===== config.mk =====
export PLATFORM = sky130hd
export DESIGN_NAME = verinject_mem_fault_table_flat
export DESIGN_NICKNAME = d
export VERILOG_FILES = /design/src/rtl/verinject_mem_fault_table_if.sv /design/src/rtl/verinject_mem_fault_table.sv /design/src/flat_wrapper.sv
export SDC_FILE = /design/constraint.sdc
export NUM_CORES = 1
export LEC_CHECK = 0
export CAP_MARGIN = 20
export CORE_ASPECT_RATIO = 1.4
export CORE_UTILIZATION = 52
export DETAILED_ROUTE_END_ITERATION = 7
export PLACE_DENSITY = 0.85
export SYNTH_ARGS = -nofsm -noshare
export SYNTH_HDL_FRONTEND = slang
export SYNTH_SLANG_ARGS = --single-unit

===== constraint.sdc =====
create_clock -name clock -period 3.4 [get_ports clock]
set_input_delay 0.68 -clock clock [delete_from_list [all_inputs] [get_ports clock]]
set_output_delay 0.68 -clock clock [all_outputs]
set_load 0.005 [all_outputs]

===== src/rtl/verinject_mem_fault_table_if.sv =====
// Bus bundle between a memory wrapper and its fault table.
//
// Signalling: there is no valid/ready pair on this bus. do_read and do_write
// are single-cycle strobes that the table accepts unconditionally on every
// rising clock edge. verinject__injector_state is a level that is sampled
// every cycle. modified is a combinational response to do_read,
// read_address and unmodified in the same cycle. fault_count, overflow and
// injected are registered status outputs.
interface verinject_mem_fault_table_if #(
  parameter int LEFT       = 0,
  parameter int RIGHT      = 0,
  parameter int ADDR_LEFT  = 0,
  parameter int ADDR_RIGHT = 0
);
  logic [31:0]                  verinject__injector_state;
  logic                         do_read;
  logic [LEFT:RIGHT]            unmodified;
  logic [ADDR_LEFT:ADDR_RIGHT]  read_address;
  logic [LEFT:RIGHT]            modified;
  logic                         do_write;
  logic [ADDR_LEFT:ADDR_RIGHT]  write_address;
  logic [4:0]                   fault_count;
  logic                         overflow;
  logic                         injected;

  // Memory wrapper / stimulus side
  modport master (
    output verinject__injector_state, do_read, unmodified, read_address,
           do_write, write_address,
    input  modified, fault_count, overflow, injected
  );

  // Fault table side
  modport slave (
    input  verinject__injector_state, do_read, unmodified, read_address,
           do_write, write_address,
    output modified, fault_count, overflow, injected
  );
endinterface


===== src/rtl/verinject_mem_fault_table.sv =====
// Fault table for one memory instance. A global injector state selects one
// bit of one word; the table records per-address XOR masks and applies them
// to read data. Writes repair faults unless STICKY is set.
module verinject_mem_fault_table #(
  parameter int LEFT       = 0,
  parameter int RIGHT      = 0,
  parameter int ADDR_LEFT  = 0,
  parameter int ADDR_RIGHT = 0,
  parameter int D_START    = 0,
  parameter int ENTRIES    = 4,
  parameter int STICKY     = 0
) (
  input logic                         clock,
  input logic                         reset_n,
  verinject_mem_fault_table_if.slave  bus
);

  localparam int W     = (LEFT >= RIGHT) ? (LEFT - RIGHT + 1) : (RIGHT - LEFT + 1);
  localparam int AW    = (ADDR_LEFT >= ADDR_RIGHT) ? (ADDR_LEFT - ADDR_RIGHT + 1)
                                                   : (ADDR_RIGHT - ADDR_LEFT + 1);
  localparam int LOG2W = $clog2(W);
  // Number of fault bits owned by this memory: (2^AW) * W
  localparam logic [32:0] LIMIT  = 33'd1 << (AW + LOG2W);
  localparam logic [31:0] IDLE   = 32'hFFFF_FFFF;
  localparam logic [31:0] D_BASE = 32'(D_START);

  // Table state
  logic [ENTRIES-1:0] valid_q, valid_d;
  logic [AW-1:0]      addr_q [ENTRIES];
  logic [AW-1:0]      addr_d [ENTRIES];
  logic [W-1:0]       mask_q [ENTRIES];
  logic [W-1:0]       mask_d [ENTRIES];
  logic [31:0]        prev_state;
  logic [4:0]         fault_count_q, count_d;
  logic               overflow_q, injected_q;

  // Normalised views of the bus: bit 0 is always the RIGHT / ADDR_RIGHT end
  logic [W-1:0]  unmod_w, mod_w, rd_mask;
  logic [AW-1:0] rd_addr, wr_addr;

  // Trigger decode
  logic [31:0]   state, off, bit_idx;
  logic          trigger, hit, free_found;
  logic [AW-1:0] trig_addr;
  logic [W-1:0]  trig_onehot;

  assign state   = bus.verinject__injector_state;
  assign unmod_w = bus.unmodified;
  assign rd_addr = bus.read_address;
  assign wr_addr = bus.write_address;

  assign off         = state - D_BASE;
  assign bit_idx     = off & 32'(W - 1);
  assign trig_addr   = AW'(off >> LOG2W);
  assign trig_onehot = W'(1) << bit_idx;
  assign trigger     = (state != prev_state) && (state != IDLE) &&
                       (state >= D_BASE) && ({1'b0, off} < LIMIT);

  // Next table: write-repair first, then toggle a matching entry or allocate
  always_comb begin
    valid_d    = valid_q;
    addr_d     = addr_q;
    mask_d     = mask_q;
    hit        = 1'b0;
    free_found = 1'b0;
    if ((STICKY == 0) && bus.do_write) begin
      for (int i = 0; i < ENTRIES; i++) begin
        if (valid_q[i] && (addr_q[i] == wr_addr)) begin
          valid_d[i] = 1'b0;
          mask_d[i]  = '0;
        end
      end
    end
    if (trigger) begin
      for (int i = 0; i < ENTRIES; i++) begin
        if (valid_d[i] && (addr_d[i] == trig_addr)) begin
          hit       = 1'b1;
          mask_d[i] = mask_d[i] ^ trig_onehot;
          if (mask_d[i] == '0) valid_d[i] = 1'b0;
        end
      end
      if (!hit) begin
        for (int i = 0; i < ENTRIES; i++) begin
          if (!valid_d[i] && !free_found) begin
            free_found = 1'b1;
            valid_d[i] = 1'b1;
            addr_d[i]  = trig_addr;
            mask_d[i]  = trig_onehot;
          end
        end
      end
    end
  end

  // Popcount of the next valid vector, registered alongside the table
  always_comb begin
    count_d = '0;
    for (int i = 0; i < ENTRIES; i++) count_d = count_d + 5'(valid_d[i]);
  end

  // Table, previous state and status registers
  always_ff @(posedge clock or negedge reset_n) begin
    if (!reset_n) begin
      valid_q       <= '0;
      prev_state    <= IDLE;
      fault_count_q <= '0;
      overflow_q    <= 1'b0;
      injected_q    <= 1'b0;
      for (int i = 0; i < ENTRIES; i++) begin
        addr_q[i] <= '0;
        mask_q[i] <= '0;
      end
    end else begin
      valid_q       <= valid_d;
      prev_state    <= state;
      fault_count_q <= count_d;
      injected_q    <= trigger && (hit || free_found);
      if (trigger && !hit && !free_found) overflow_q <= 1'b1;
      for (int i = 0; i < ENTRIES; i++) begin
        addr_q[i] <= addr_d[i];
        mask_q[i] <= mask_d[i];
      end
    end
  end

  // Zero-latency read path using the registered table only
  always_comb begin
    rd_mask = '0;
    if (bus.do_read) begin
      for (int i = 0; i < ENTRIES; i++) begin
        if (valid_q[i] && (addr_q[i] == rd_addr)) rd_mask = rd_mask | mask_q[i];
      end
    end
  end

  assign mod_w           = unmod_w ^ rd_mask;
  assign bus.modified    = mod_w;
  assign bus.fault_count = fault_count_q;
  assign bus.overflow    = overflow_q;
  assign bus.injected    = injected_q;

endmodule


===== src/flat_wrapper.sv =====
// flat-port wrapper written by rule: the top's interface ports become plain ports
module verinject_mem_fault_table_flat 
#(
  parameter int LEFT       = 0,
  parameter int RIGHT      = 0,
  parameter int ADDR_LEFT  = 0,
  parameter int ADDR_RIGHT = 0,
  parameter int D_START    = 0,
  parameter int ENTRIES    = 4,
  parameter int STICKY     = 0
)
  (clock, reset_n, bus_verinject__injector_state, bus_do_read, bus_unmodified, bus_read_address, bus_do_write, bus_write_address, bus_modified, bus_fault_count, bus_overflow, bus_injected);
  verinject_mem_fault_table_if #(.LEFT(LEFT), .RIGHT(RIGHT), .ADDR_LEFT(ADDR_LEFT), .ADDR_RIGHT(ADDR_RIGHT)) bus_i ();
  input logic clock;
  input logic reset_n;
  input wire logic [$bits(bus_i.verinject__injector_state)-1:0] bus_verinject__injector_state;
  input wire logic [$bits(bus_i.do_read)-1:0] bus_do_read;
  input wire logic [$bits(bus_i.unmodified)-1:0] bus_unmodified;
  input wire logic [$bits(bus_i.read_address)-1:0] bus_read_address;
  input wire logic [$bits(bus_i.do_write)-1:0] bus_do_write;
  input wire logic [$bits(bus_i.write_address)-1:0] bus_write_address;
  output wire logic [$bits(bus_i.modified)-1:0] bus_modified;
  output wire logic [$bits(bus_i.fault_count)-1:0] bus_fault_count;
  output wire logic [$bits(bus_i.overflow)-1:0] bus_overflow;
  output wire logic [$bits(bus_i.injected)-1:0] bus_injected;
  assign bus_i.verinject__injector_state = bus_verinject__injector_state;
  assign bus_i.do_read = bus_do_read;
  assign bus_i.unmodified = bus_unmodified;
  assign bus_i.read_address = bus_read_address;
  assign bus_i.do_write = bus_do_write;
  assign bus_i.write_address = bus_write_address;
  assign bus_modified = bus_i.modified;
  assign bus_fault_count = bus_i.fault_count;
  assign bus_overflow = bus_i.overflow;
  assign bus_injected = bus_i.injected;
  verinject_mem_fault_table #(.LEFT(LEFT), .RIGHT(RIGHT), .ADDR_LEFT(ADDR_LEFT), .ADDR_RIGHT(ADDR_RIGHT), .D_START(D_START), .ENTRIES(ENTRIES), .STICKY(STICKY)) u_core (.clock(clock), .reset_n(reset_n), .bus(bus_i));
endmodule

[Word level (Yosys, flattened, before mapping)]
Index checks and enable logic that the tools add are counted.
W data, S select, Z words.
Word-level totals
  register bits after elaboration: 51
  input port bits: 39
  output and inout bits: 8
  logic and storage cells: 139
Operators by class
  add/sub/neg operators: 3
  magnitude comparators: 2
  equal/unequal tests: 14
  mux-type cells: 63
  bitwise gates (word level): 10
  reduce and logical (&&, ||, !) cells: 34
Operator list (count)
  $mux W1: 57
  $ge A32 B1 Y1 const B: 1
  $lt A32 B2 Y1 const B: 1
  $ne A32 B32 Y1: 1
  $ne A32 B32 Y1 const B: 1
  $mux W4: 6
  $logic_and A1 B1 Y1: 21
  $eq A1 B1 Y1: 12
  $reduce_and A3 Y1: 4
  $add A5 B1 Y5: 2
  $logic_not A1 Y1: 8
  $not A1 Y1: 6
  $or A1 B1 Y1: 3
  $add A1 B1 Y2: 1
  $logic_or A1 B1 Y1: 1
  $xor A1 B1 Y1: 1

[Longest topological paths before layout]
Gate-level depths: netlist of run 1.
  depth in word-level cells: 30
  gate-level depth with buffers: 12
  mapped depth without buffers: 9

[Worst setup path after synthesis of run 1]
OpenSTA, ideal clock, no wires.
  path type: in2reg
  from: input bus_verinject__injector_state[0]
  to: register u_core.fault_count_q[1], in the netlist u_core.bus.fault_count[1]
  setup time: 0.126 ns
  arrival: 3.133 ns
  data required time: 3.274 ns
  path slack: 0.141 ns
  cell stages on the path: 12
  path buffers: 3
  cell sequence: buf_2 > xor2_1 > nor4_1 > nand4_1 > o21ai_0 > clkbuf_1 > buf_2 > o21a_1 > nor2_1 > ha_1 > fa_1 > ha_1
On the way
  elaborated cells between the ends (all ways): 54
  classes of those cells: add/sub (3); order compare (2); eq/ne (6); mux (27); reduce/logical (16)
RTL lines
  start: declaration: RTL line flat_wrapper.sv:16  | input wire logic [$bits(bus_i.verinject__injector_state)-1:0] bus_verinject__injector_state;
  branches (longest 8 deep; another with $ge A32 B1 Y1)
  $mux W4 *: RTL line verinject_mem_fault_table.sv:74  | if (trigger) begin
  via u_core.valid_d[0]: RTL line verinject_mem_fault_table.sv:28  | logic [ENTRIES-1:0] valid_q, valid_d;
  $add A1 B1 Y2 *: RTL line verinject_mem_fault_table.sv:98  | for (int i = 0; i < ENTRIES; i++) count_d = count_d + 5'(valid_d[i]);
  $add A5 B1 Y5 * (2 in a row): RTL line verinject_mem_fault_table.sv:98
  via u_core.count_d[1]: RTL line verinject_mem_fault_table.sv:34  | logic [4:0] fault_count_q, count_d;
  end signal: assignment: RTL line verinject_mem_fault_table.sv:116  | fault_count_q <= count_d;
  end: declaration: RTL line verinject_mem_fault_table.sv:34
Mark *: on every way through the listed nets, which the timed path passes. The select of a mux whose other input is x is not followed.
A chain may end at the register's enable or synchronous reset.

[Worst setup path after layout of run 1]
  from: input bus_verinject__injector_state[8]
  to: register u_core.fault_count_q[1], in the netlist u_core.bus.fault_count[1]
On the way
  longest elaborated chain between the ends: 8
  elaborated cells between the ends (all ways): 11
  classes of those cells: add/sub (3); order compare (2); eq/ne (2); mux (1); reduce/logical (3)
Ends and longest elaborated chain
  branches (longest 3 deep; another with $ge A32 B1 Y1)
  $logic_and A1 B1 Y1 *: RTL line verinject_mem_fault_table.sv:57  | (state >= D_BASE) && ({1'b0, off} < LIMIT);
  $mux W4 *: RTL line verinject_mem_fault_table.sv:74
  via u_core.valid_d[1]: RTL line verinject_mem_fault_table.sv:28
  $add A1 B1 Y2 *: RTL line verinject_mem_fault_table.sv:98
  $add A5 B1 Y5 * (2 in a row): RTL line verinject_mem_fault_table.sv:98
  via u_core.count_d[1]: RTL line verinject_mem_fault_table.sv:34
Mark *: on every way through the listed nets, which the timed path passes.

==> impl_metrics.py, run 1 <==
metrics = {
    "power": {
        "power_frac_clock_pct": 29.7,
        "p_comb_share_pct": 14.7,
        "internal-power_mw": 0.856,
        "swShare_pct": 23.9,
        "power.total_mw": 1.13,
        "power_density_nw_per_um2": 335,
        "p_sw_mw": 0.269,
        "p_seq_share_pct": 55.6,
        "peakVddDrop_mv": 0.214,
        "power_leakage_nw": 1.44,
    },
    "setup_path": {
        "crit_arrival_ns": 3.41,
        "critPathBufInv": 4,
        "crit_path_end_kind": "flip-flop",
        "path_max_fanout": 6,
        "r2r_slack_ns": 0.66,
        "rr_startpoint": "u_core.prev_state[8]",
        "required_ns": 3.58,
        "rr_worst_depth": 11,
        "path_cells": "clkdlybuf4s50_1 > buf_4 > xor2_1 > nor4_2 > buf_4 > nand4_1 > o21ai_2 > buf_4 > o21ai_0 > o21ai_1 > ha_1 > fa_1 > ha_1",
        "cp_common_cell": "buf_4",
        "crit_path_start_kind": "primary input",
        "r2r_end": "u_core.bus.fault_count[1]",
        "cpLargestDelayFamily": "adder cells",
        "critPathKind": "in2reg",
        "slowest_delay_ns": 0.43,
        "crit_slowest_cell": "clkdlybuf4s50_1",
    },
    "grt": {
        "grt_max_degree": 39,
        "track_usage_pct": 23.8,
        "grtUsageMet1_pct": 25.9,
        "antenna_found_initial": 0,
        "top_usage_layer": "met2",
        "grt_pass1_wl_um": 8870,
        "first_global_vias": 2053,
        "grt_use_met2_pct": 41.6,
        "met3_usage_pct": 4.05,
        "gr-total-overflow": 0,
    },
    "timing": {
        "maxSlewHeadroom_pct": 46.5,
        "worstMarginPinSlew_ns": 0.802,
        "period_share_pct": 94.9,
        "finalMaxSlewViolations": 0,
        "final.setup.worst_slack_ns": 0.173,
        "post-route-min-period_ns": 3.23,
        "fin_skew_ns": 0.00794,
        "setup_viol": 0,
        "rsz0062_at_grt": "no",
        "whs_ns": 0.466,
        "fin_setup_tns_ns": 0,
        "hold_violations": 0,
        "fmax_mhz": 310,
    },
    "die": {
        "ios": 47,
        "rows": 29,
        "die_width_um": 60.1,
        "dieArea_sq_um": 5010,
        "die_y_um": 83.4,
        "core_area_sq_um": 4540,
        "initial_core_util_pct": 54.2,
    },
    "cts": {
        "clk_path_buf_depth": 2,
        "post_cts_resize_count": 0,
        "cts_tree": "built",
        "clock_latency_ns": 0.30,
        "ctsRootBufferMaster": "clkbuf_8",
        "h-tree-depth": 2,
        "numCtsBuffers": 5,
        "post-cts-setup-buffer-count": 0,
        "clk_pin_slew_ns": 0.09,
        "cts_sinks": 49,
        "ctsHoldBuffers": 0,
    },
    "cells_and_area": {
        "diodes": 0,
        "nFillCells": 312,
        "drive_gt1_share_pct": 32.1,
        "layout.nets": 349,
        "syn2layout_area_growth_pct": 36.7,
    },
    "drt": {
        "firstDrtPassIters": 4,
        "vias_per_cell": 5.24,
        "vias": 1939,
        "avgRoutedWirePerCell_um": 14.7,
        "wl_um": 5440,
        "drcViolationCount": 0,
        "antenna_left": 0,
        "drtIter0Drc": 77,
    },
    "logic_synthesis": {
        "synth_top_cell_by_area": "dfstp_2",
        "synth.distinct_cells": 45,
        "syn_inst": 224,
        "synth-edff-count": 0,
        "yosysSeqAreaShare_pct": 51.5,
        "synthTopCellsByArea": "dfstp_2 (34%), dfrtp_1 (17%), xor2_1 (11%)",
        "synth_area_sq_um": 2460,
        "postSynth.asyncResetShare_pct": 100,
        "ys_warn_count": 0,
        "ys_ff_latch": 49,
        "yosysTopAreaCellShare_pct": 34.2,
        "ys.flop_type": "dfstp_2",
        "syn_area_per_cell_sq_um": 11.0,
    },
    "job": {
        "cap_viol_max_count": 0,
    },
    "place": {
        "post-dp-hpwl_um": 4190,
        "place_congestion": 0.885,
        "io_buffers": 44,
        "place_ws_ns": -0.252,
    },
    "min_path": {
        "holdCritPathClass": "in2async",
    },
    "run_status": {
        "status": "complete, no violations",
    },
}
registers in the layout, indices dropped and copies added, names as in the netlist:
register and flops:
u_core.addr_q 4, u_core.bus.fault_count 3, u_core.bus.injected 1, u_core.bus.overflow 1, u_core.mask_q 4, u_core.prev_state 32, u_core.valid_q 4
cell usage after synthesis (4+ instances only):
master and count:
dfstp_2 32, xor2_1 32, dfrtp_1 17, nand2_1 17
nor4_1 15, xnor2_1 12, a21oi_1 7, clkbuf_1 6
nand3_1 6, nand4_1 5, nor2_1 5, o21ai_0 5
and3_1 4, nor3_1 4, o22ai_1 4
per-layer routing:
metal	vias to the layer above	routed length, um
met3	14	211
met5	-	0
met4	0	163
met2	59	2880
met1	928	2180
li1	938	-
stage by stage:
stage | instances | instance area, sq um | util [%]
3_3_place_gp | 362 | 3240 | 71.5
3_5_place_dp | 362 | 3240 | 71.5
4_1_cts | 370 | 3330 | 73.4
6_report | 370 | 3360 | 74.1
5_1_grt | 370 | 3360 | 74.1
2_1_floorplan | 225 | 2460 | -
cells in the final DEF (no fill, tap or decap), types with 3 or more instances in the layout:
cell type,Yosys,layout
buf_4,2,45
clkdlybuf4s50_1,0,43
xor2_1,32,32
dfstp_2,32,32
nand2_1,17,17
dfrtp_1,17,17
xnor2_1,12,12
nor4_1,15,11
a21oi_1,7,7
nand3_1,6,6
nand4_1,5,5
nor2_1,5,5
clkbuf_8,0,5
nor4_2,0,4
nor3_1,4,4
o22ai_1,4,4
and3_1,4,4
or2_2,3,3
nor3b_1,3,3
a21boi_0,3,3
inv_1,3,3
o21ai_0,5,3
nand3b_1,3,3
mux2_2,3,3
cell type report:
cell class	instances	area, sq um	area share (%)
flip-flops and latches	49	1270	37.7
multi-input cells	159	1150	34.2
well taps	62	77.6	2.31
repair buffers	89	773	23.0
clock buffers	6	72.6	2.16
clock inverters	2	12.5	0.372
inverters	3	11.3	0.335
how the worst max path moves through the flow:
stage	start	cells after the start	endpoint	slack (ns)
2_1_floorplan	bus_verinject__injector_state[0]	12	u_core.bus.fault_count[1]	0.14
3_3_place_gp	bus_verinject__injector_state[2]	13	u_core.bus.fault_count[1]	-0.15
3_5_place_dp	bus_verinject__injector_state[23]	12	u_core.bus.fault_count[1]	-0.25
4_1_cts	bus_verinject__injector_state[2]	13	u_core.bus.fault_count[1]	0.04
5_1_grt	bus_verinject__injector_state[28]	13	u_core.bus.fault_count[1]	0.02
6_report	bus_verinject__injector_state[8]	13	u_core.bus.fault_count[1]	0.17
power groups by stage:
stage	Sequential [mW]	Clock, mW	Combinational [mW]
2_1_floorplan	0.635	0	0.0543
3_3_place_gp	0.635	0	0.158
3_5_place_dp	0.636	0	0.162
4_1_cts	0.626	0.344	0.163
5_1_grt	0.628	0.365	0.181
6_report	0.626	0.334	0.166
logic make-up after synthesis:
| kind of cell | synth area share (%) |
|---|---|
| AO/OA/AOI/OAI | 8.40 |
| multiplexers | 2.24 |
| XOR/XNOR | 15.7 |
| adder cells (fa/ha/maj) | 1.83 |
| buffers and inverters | 3.36 |
| other | 0.153 |
| AND/OR/NAND/NOR | 16.8 |
| flip-flops | 51.5 |
(Power assumes the default switching activity.)
==> inputs of run 2 (changes only) <==
- CTS_CLUSTER_SIZE: default -> 10
- RECOVER_POWER: default -> 50
==> run 2 against run 1 <==
Compared with the run above:
- first-iteration DRC count decreased by 22%
- hold slack improved by 0.032 ns
- register-to-register slack got worse by 0.02 ns
- wire length is 0.31% higher
- maximum frequency down 1.3%
- sequential power about the same
- the run now ends with max-capacitance violations, max-slew violations left
- clock power about the same
- highest routed layer unchanged
- utilization down 0.11 points
- critical endpoint unchanged
- sequential share of layout area increased by 0.056 points
- critical path depth decreased by 2
==> impl_metrics.py, run 2 (same netlist as run 1, synthesis figures left out) <==
metrics = {
    "run_status": {
        "status": "finished with violations",
        "violations": "max-capacitance violations, max-slew violations",
    },
    "cts": {
        "clk_pin_slew_ns": 0.09,
        "post_cts_resize_count": 0,
        "clk_path_buf_depth": 2,
        "clock_latency_ns": 0.30,
        "h-tree-depth": 2,
        "numCtsBuffers": 5,
        "ctsHoldBuffers": 0,
        "ctsRootBufferMaster": "clkbuf_8",
        "cts_tree": "built",
        "cts_sinks": 49,
        "post-cts-setup-buffer-count": 0,
    },
    "cells_and_area": {
        "finish.utilization_pct": 74.0,
        "nFillCells": 315,
        "layout.nets": 349,
        "max_flop_register": "u_core.prev_state",
        "multi_input_area_sq_um": 1150,
        "mostFrequentLayoutCells": "buf_4 (44), xor2_1 (32), clkdlybuf4s50_1 (32), dfstp_2 (32)",
        "drive_gt1_share_pct": 31.5,
        "seq_area_sq_um": 1270,
        "largest_reg_flops": 32,
        "final_common_cell": "buf_4",
        "syn2layout_area_growth_pct": 36.5,
        "design_area_sq_um": 3360,
        "diodes": 0,
    },
    "setup_path": {
        "required_ns": 3.58,
        "slowest_delay_ns": 0.56,
        "crit_path_start_kind": "primary input",
        "path_cells": "dlygate4sd3_1 > buf_4 > xor2_1 > nor4_1 > nand4_1 > o21ai_2 > buf_4 > buf_4 > o22ai_1 > fa_1 > ha_1",
        "rr_worst_depth": 10,
        "critPathKind": "in2reg",
        "critPathBufInv": 4,
        "crit_path_end_kind": "flip-flop",
        "path_max_fanout": 15,
        "crit_slowest_cell": "dlygate4sd3_1",
        "cp_common_cell": "buf_4",
        "cpLargestDelayFamily": "buffers and inverters",
        "crit_arrival_ns": 3.45,
        "cp_num_cells": 11,
    },
    "drt": {
        "wl_um": 5450,
        "firstDrtPassIters": 4,
        "avgRoutedWirePerCell_um": 14.7,
        "vias_per_cell": 5.25,
        "drcViolationCount": 0,
        "antenna_left": 0,
        "drtIter0Drc": 60,
        "vias": 1943,
    },
    "timing": {
        "period_share_pct": 96.2,
        "hold_violations": 0,
        "worstMarginPinSlew_ns": 1.93,
        "post-route-min-period_ns": 3.27,
        "setup_viol": 0,
        "rsz0062_at_grt": "no",
        "fin_skew_ns": 0.00835,
        "fin_setup_tns_ns": 0,
        "whs_ns": 0.498,
        "fmax_mhz": 306,
        "finalMaxSlewViolations": 39,
        "maxSlewHeadroom_pct": -28.6,
    },
    "power": {
        "p_comb_share_pct": 14.5,
        "power_density_nw_per_um2": 334,
        "p_sw_mw": 0.269,
        "power_leakage_nw": 1.43,
        "peakVddDrop_mv": 0.214,
        "swShare_pct": 24.0,
        "power.total_mw": 1.12,
        "internal-power_mw": 0.853,
        "power_frac_clock_pct": 29.8,
        "p_seq_share_pct": 55.8,
    },
    "die": {
        "die_y_um": 83.4,
        "die_width_um": 60.1,
        "core_area_sq_um": 4540,
        "dieArea_sq_um": 5010,
        "ios": 47,
        "initial_core_util_pct": 54.2,
        "rows": 29,
    },
    "grt": {
        "track_usage_pct": 23.8,
        "first_global_vias": 2053,
        "antenna_found_initial": 0,
        "grt_pass1_wl_um": 8870,
        "gr-total-overflow": 0,
        "grt_max_degree": 39,
    },
    "place": {
        "post-dp-hpwl_um": 4190,
        "placed_area_sq_um": 3240,
        "place_congestion": 0.885,
        "io_buffers": 44,
    },
    "job": {
        "cap_viol_max_count": 1,
    },
    "min_path": {
        "hold_depth": 1,
        "holdCritPathClass": "reg2reg",
    },
}
-- run 2: cell count changes in the layout (fill, tap and decap cells not counted), sizes merged --
| cell | delta |
|---|---|
| buf | -2 |
| clkbuf | +2 |
| clkdlybuf4s50 | -11 |
| dlygate4sd3 | +11 |
-- run 2: worst register-to-register path, stage by stage (launching register included) --
cell and delay, ns:
dfstp_2 0.54, xor2_1 0.07, nor4_2 0.27, buf_4 0.16, nand4_1 0.11, o21ai_2 0.16
buf_4 0.16, buf_4 0.21, o22ai_1 0.21, fa_1 0.46, ha_1 0.27
-- run 2: metal layers --
| layer | routed length [um] | GRT usage [%] | part of all wire (%) |
|---|---|---|---|
| met4 | 159 | 12.9 | 2.9 |
| met2 | 2890 | 41.6 | 53 |
| met3 | 220 | 4.05 | 4.0 |
| met1 | 2180 | 25.9 | 40 |
| met5 | 0 | 0 | 0 |
-- run 2: metrics by stage --
stage | setup slack [ns] | std cells
floorplan | 0.141 | 225
global placement | -0.149 | 362
detailed placement | -0.252 | 362
CTS | 0.0422 | 370
global route | 0.00788 | 370
finish | 0.130 | 370
-- run 2: path summary, 6_finish.rpt --
kind / start / to / slack (ns)
hold reg to reg: u_core.bus.overflow / u_core.bus.overflow / 0.50
setup reg to reg: u_core.prev_state[8] / u_core.bus.fault_count[1] / 0.64
setup / recovery: bus_verinject__injector_state[24] / u_core.bus.fault_count[1] / 0.13
hold / removal: u_core.bus.overflow / u_core.bus.overflow / 0.50
max in group asynchronous: reset_n / u_core.prev_state[26] / 1.36
min in group asynchronous: reset_n / u_core.mask_q[1] / 0.91
-- run 2: final cells by class --
class | count | share of cell area (%)
Tap cell | 62 | 2.31
Clock buffer | 6 | 2.16
Clock inverter | 2 | 0.373
Sequential cell | 49 | 37.7
Inverter | 3 | 0.335
Timing Repair Buffer | 89 | 22.9
Multi-Input combinational cell | 159 | 34.2
-- run 2: power groups by stage --
stage	clock [mW]	combinational [mW]	sequential [mW]
after floorplan	0	0.0543	0.635
after global placement	0	0.158	0.635
after detailed placement	0	0.162	0.636
after CTS	0.344	0.163	0.626
after global routing	0.365	0.178	0.628
final	0.334	0.162	0.626
